<file path="config.mk">
export PLATFORM = sky130hd
export DESIGN_NAME = pt8211_src_sched
export DESIGN_NICKNAME = d
export VERILOG_FILES = /design/src/rtl/pt8211_pkg.sv /design/src/rtl/pt8211_gain_mul.sv /design/src/rtl/pt8211_src_sched.sv
export SDC_FILE = /design/constraint.sdc
export NUM_CORES = 1
export LEC_CHECK = 0
export ABC_AREA = 1
export CAP_MARGIN = 0
export CORE_MARGIN = 2
export CORE_UTILIZATION = 50
export CTS_CLUSTER_SIZE = 16
export DETAILED_ROUTE_END_ITERATION = 8
export HOLD_SLACK_MARGIN = 0.12
export PLACE_DENSITY = 0.75
export SYNTH_ARGS = -nofsm -noshare
export SYNTH_HDL_FRONTEND = slang
export SYNTH_HIERARCHICAL = 1
export SYNTH_SLANG_ARGS = --single-unit
</file>
<file path="constraint.sdc">
create_clock -name clk -period 12 [get_ports clk]
set_input_delay 2.4 -clock clk [delete_from_list [all_inputs] [get_ports clk]]
set_output_delay 2.4 -clock clk [all_outputs]
set_load 0.02 [all_outputs]
</file>
<file path="src/rtl/pt8211_pkg.sv">
// Shared types and constants for the PT8211 source scheduler.
package pt8211_pkg;

  typedef enum logic [2:0] {
    PLAY     = 3'd0,
    FADE_OUT = 3'd1,
    SWITCH   = 3'd2,
    FADE_IN  = 3'd3,
    MUTED    = 3'd4
  } state_t;

  localparam logic LR_LEFT  = 1'b0;
  localparam logic LR_RIGHT = 1'b1;

  localparam int GW_DEFAULT = 4;
  localparam int GAIN_FULL  = 2 ** GW_DEFAULT;

  function automatic int gain_full(input int gw);
    return 2 ** gw;
  endfunction

endpackage

</file>
<file path="src/rtl/pt8211_gain_mul.sv">
// Signed sample times unsigned gain, arithmetically shifted back to sample width.
module pt8211_gain_mul #(
  parameter int DW = 16,
  parameter int GW = 4
) (
  input  logic signed [DW-1:0] sample,
  input  logic        [GW:0]   gain,
  output logic signed [DW-1:0] scaled
);

  logic signed [DW+GW+1:0] prod;

  // Zero-extend the gain so the multiply stays signed with full-width intermediate.
  assign prod   = sample * $signed({1'b0, gain});
  assign scaled = DW'(prod >>> GW);

endmodule

</file>
<file path="src/rtl/pt8211_src_sched.sv">
// Shares the PT8211 word stream between two stereo sources with click-free gain ramps.
// Optional build macro PT8211_UNDERRUN_HOLD_EN: an underrun repeats the last word of that channel.
module pt8211_src_sched
  import pt8211_pkg::*;
#(
  parameter int DW  = 16,
  parameter int GW  = 4,
  parameter int UCW = 16
) (
  input  logic           clk,
  input  logic           rst_n,
  input  logic           dac_req,
  output logic [DW-1:0]  dac_data,
  input  logic           s0_valid,
  input  logic [DW-1:0]  s0_data,
  output logic           s0_ready,
  input  logic           s1_valid,
  input  logic [DW-1:0]  s1_data,
  output logic           s1_ready,
  input  logic           cfg_sel,
  input  logic           cfg_mute,
  output logic           active_src,
  output logic           busy,
  output logic           underrun,
  output logic [UCW-1:0] underrun_cnt
);

  localparam logic [GW:0] G_ONE  = {{GW{1'b0}}, 1'b1};
  localparam logic [GW:0] G_FULL = {1'b1, {GW{1'b0}}};
  localparam logic [GW:0] G_LAST = G_FULL - G_ONE;

  state_t        state;
  logic [GW:0]   gain;
  logic          lr;
  logic          pop_elig;
  logic          act_valid;
  logic [DW-1:0] act_data;
  logic [DW-1:0] mul_in;
  logic [DW-1:0] scaled;
  logic          take_scaled;
  logic          frame_end;
  logic          want_out;

  assign pop_elig  = dac_req & (state inside {PLAY, FADE_OUT, FADE_IN});
  assign s0_ready  = pop_elig & ~active_src;
  assign s1_ready  = pop_elig & active_src;
  assign act_valid = active_src ? s1_valid : s0_valid;
  assign act_data  = active_src ? s1_data : s0_data;
  assign frame_end = dac_req & (lr == LR_RIGHT);
  assign want_out  = cfg_mute | (cfg_sel != active_src);

`ifdef PT8211_UNDERRUN_HOLD_EN
  logic [DW-1:0] hold_left;
  logic [DW-1:0] hold_right;

  assign mul_in      = act_valid ? act_data : ((lr == LR_RIGHT) ? hold_right : hold_left);
  assign take_scaled = pop_elig;

  always_ff @(posedge clk or negedge rst_n) begin
    if (!rst_n) begin
      hold_left  <= '0;
      hold_right <= '0;
    end else if (pop_elig && act_valid) begin
      if (lr == LR_RIGHT) hold_right <= act_data;
      else                hold_left  <= act_data;
    end
  end
`else
  assign mul_in      = act_data;
  assign take_scaled = pop_elig & act_valid;
`endif

  pt8211_gain_mul #(.DW(DW), .GW(GW)) u_mul (
    .sample (mul_in),
    .gain   (gain),
    .scaled (scaled)
  );

  always_ff @(posedge clk or negedge rst_n) begin
    if (!rst_n) begin
      dac_data     <= '0;
      active_src   <= 1'b0;
      gain         <= '0;
      state        <= SWITCH;
      busy         <= 1'b1;
      lr           <= LR_LEFT;
      underrun     <= 1'b0;
      underrun_cnt <= '0;
    end else begin
      underrun <= 1'b0;
      if (dac_req) begin
        lr       <= ~lr;
        dac_data <= take_scaled ? scaled : '0;
        if (pop_elig && !act_valid) begin
          underrun <= 1'b1;
          if (underrun_cnt != {UCW{1'b1}}) underrun_cnt <= underrun_cnt + UCW'(1);
        end
      end
      // Gain, source and state move only at the end of a stereo frame.
      if (frame_end) begin
        case (state)
          PLAY: begin
            if (want_out) begin
              state <= FADE_OUT;
              busy  <= 1'b1;
            end
          end
          FADE_OUT: begin
            if (gain <= G_ONE) begin
              gain <= '0;
              if (cfg_mute) begin
                state <= MUTED;
                busy  <= 1'b0;
              end else begin
                state      <= SWITCH;
                busy       <= 1'b1;
                active_src <= cfg_sel;
              end
            end else begin
              gain <= gain - G_ONE;
            end
          end
          SWITCH: begin
            state      <= FADE_IN;
            busy       <= 1'b1;
            gain       <= G_ONE;
            active_src <= cfg_sel;
          end
          FADE_IN: begin
            if (want_out) begin
              state <= FADE_OUT;
              busy  <= 1'b1;
            end else begin
              gain <= gain + G_ONE;
              if (gain == G_LAST) begin
                state <= PLAY;
                busy  <= 1'b0;
              end
            end
          end
          MUTED: begin
            gain <= '0;
            if (!cfg_mute) begin
              state      <= SWITCH;
              busy       <= 1'b1;
              active_src <= cfg_sel;
            end
          end
          default: begin
            state <= SWITCH;
            busy  <= 1'b1;
            gain  <= '0;
          end
        endcase
      end
    end
  end

endmodule

</file>
==> flow_metrics.env <==
export IMPL_status="finished, final reports clean"
export IMPL_fmax_ghz=0.148
export IMPL_tightestPinTransition_ps=850
export IMPL_clkLatencyLatePin_ps=280
export IMPL_crit_top_cell="clkdlybuf4s50_1"
export IMPL_ios=76
export IMPL_post_dp_hpwl_um=9790
export IMPL_cts_repair_resized=0
export IMPL_leakagePower_nw=3.94
export IMPL_max_stage_delay_ps=950
export IMPL_startpoint_type="input pin"
export IMPL_areaGrowthSynthToFinish_pct=18.3
export IMPL_cts_root_buf="clkbuf_16"
export IMPL_syn_cell_area_um2=5640
export IMPL_cts_setup_buffers=0
export IMPL_cts_hold_buffers=0
export IMPL_tritoncts="done"
export IMPL_setup_viol=0
export IMPL_start_util=0.516
export IMPL_vias=5160
export IMPL_crit_chain="clkdlybuf4s50_1 > nand3_2 > nor2_1 > clkdlybuf4s50_1"
export IMPL_dr_pass1_iters=7
export IMPL_synth_cells=858
export IMPL_core_um2=10900
export IMPL_power_density_nw_per_um2=217
export IMPL_io_buffers=75
export IMPL_r2r_cells=19
export IMPL_final_hold_violation_count=0
export IMPL_ys_seq_area_frac=0.196
export IMPL_drive_gt1_frac=0.0324
export IMPL_layout_nets=1047
export IMPL_clk_pin_slew_ps=60
export IMPL_synth_edf_count=0
export IMPL_grt_ovfl_total=0
export IMPL_hp_start="dac_data[0]"
export IMPL_place_congestion=0.876
export IMPL_skew_ps=5.78
export IMPL_end_kind="primary output"
export IMPL_max_clock_path_buffers=2
export IMPL_rsz0062_at_grt="no"
export IMPL_dieArea_um2=12200
export IMPL_die_y_um=110
export IMPL_final_util=0.610
export IMPL_required_ps=9600
export IMPL_synthFlopType="dfrtp_1"
export IMPL_htreeDepth=2
export IMPL_r2r_slack_ps=7260
export IMPL_avgSynthCellArea_um2=6.58
export IMPL_dieWidth_um=110
export IMPL_final_cell_mix="nand2_1 (311), inv_1 (210), clkdlybuf4s50_1 (74)"
export IMPL_ant_nets=0
export IMPL_track_usage=0.223
export IMPL_final_min_clock_period_ps=6770
export IMPL_vias_per_cell=4.85
export IMPL_grt_pass1_wl_um=21900
export IMPL_r2r_start="active_src"
export IMPL_synth_cell_types=35
export IMPL_path_class="in2out"
export IMPL_grt_pass1_vias=5093
export IMPL_yosys_warnings=6
export IMPL_drc=0
export IMPL_maxCapViolations=0
export IMPL_rows=38
export IMPL_fill_cells=1025
export IMPL_grt_max_degree=45
export IMPL_drv_slew=0
export IMPL_slowest_stage="clkdlybuf4s50_1"
export IMPL_cts_sinks=44
export IMPL_cp_arrival_ps=4370
export IMPL_drt_iter0_drc=304
export IMPL_async_flop_share=1.00
export IMPL_mostFrequentLayoutCell="nand2_1"
export IMPL_setup_tns_ps=0
export IMPL_hold_class="reg2reg"
export IMPL_wl_per_cell_um=11.4
export IMPL_antenna_found_initial=0
export IMPL_synth_seq_cells=44
export IMPL_antennaDiodeCount=0
export IMPL_final_cells=1065
export IMPL_routed_wl_um=12100
export IMPL_hold_depth=2
export IMPL_hold_end="dac_data[0]"
export IMPL_dp_cells=1057
export IMPL_syn_nets=981
export IMPL_min_period_over_period=0.564
export IMPL_crit_fanout=20
export IMPL_numCtsBuffers=5
export IMPL_rr_endpoint="dac_data[15]"
export IMPL_max_slew_margin=0.433
export IMPL_ir_drop_v=0.000145
-- registers in the layout, summed over array words and instances (netlist names) --
| register | flops |
|---|---|
| dac_data | 16 |
| underrun_cnt | 16 |
| gain | 5 |
| state | 3 |
| active_src | 1 |
| busy | 1 |
| lr | 1 |
| underrun | 1 |
-- report_power, final --
part,switching [mW],internal (mW)
clock network,0.0548,0.119
logic,0.595,0.382
registers,0.0943,0.200
total,0.744,0.702
-- Yosys cell counts, drive strengths merged (2+ instances only) --
| cell | count | area, um^2 |
|---|---|---|
| and2 | 2 | 12.5 |
| fa | 46 | 921 |
| inv | 217 | 815 |
| o21bai | 6 | 45.0 |
| nor4 | 3 | 18.8 |
| dfstp | 2 | 52.6 |
| o22ai | 16 | 100 |
| nor2 | 43 | 169 |
| nand2 | 316 | 1200 |
| xnor2 | 12 | 105 |
| a21oi | 16 | 80.1 |
| nor3 | 3 | 42.5 |
| dfrtp | 42 | 1050 |
| o21ai | 17 | 85.1 |
| buf | 9 | 56.3 |
| nand4 | 7 | 43.8 |
| ha | 38 | 475 |
| nand3 | 38 | 200 |
| xor2 | 11 | 96.3 |
| clkbuf | 8 | 30.0 |
-- per-stage QoR --
step           cell area [um^2]  hold slack (ps)  power, mW  setup slack [ps]
2_1_floorplan              5640              475       1.00              6450
3_3_place_gp               6480              496       1.25              5220
3_5_place_dp               6480              507       1.28              5220
4_1_cts                    6670              536       1.46              5210
5_1_grt                    6670              556       1.62              5100
6_report                   6670              534       1.45              5230
-- layer usage --
layer / GRT usage / routed length [um] / vias to the layer above
met2: 0.406 / 6280 / 111
met4: 0.0455 / 79 / 0
met1: 0.286 / 5370 / 2379
met3: 0.0265 / 414 / 8
li1: - / - / 2662
met5: 0 / 0 / -
-- worst max-delay path: cells and delay by family --
family	cells	cell delay, ps
and+or+nand+nor	2	390
buffers and inverters	2	1560
-- cell families (layout without fill, tap and decap cells) --
logic type / count (synthesis) / in the layout / synth area share
AND/OR/NAND/NOR: 416 / 416 / 0.305
adder cells (fa/ha/maj): 84 / 84 / 0.247
XOR/XNOR: 23 / 23 / 0.0357
buffers and inverters: 235 / 302 / 0.160
flip-flops: 44 / 44 / 0.196
AO/OA/AOI/OAI: 56 / 56 / 0.0563
-- cell type report --
cell class	instances	area [um^2]	area share
Clock buffer	6	129	0.0193
Inverter	218	818	0.123
Multi-Input combinational cell	579	3630	0.545
Timing Repair Buffer	76	753	0.113
Clock inverter	2	60.1	0.00900
Sequential cell	44	1100	0.165
Tap cell	140	175	0.0262
-- worst max path at each step --
stage,startpoint,end
floorplan,s1_data[15],dac_data[15]
global placement,dac_req,s0_ready
detailed placement,dac_req,s0_ready
CTS,dac_req,s0_ready
global route,dac_req,s0_ready
finish,dac_req,s0_ready
(Power assumes the default switching activity.)
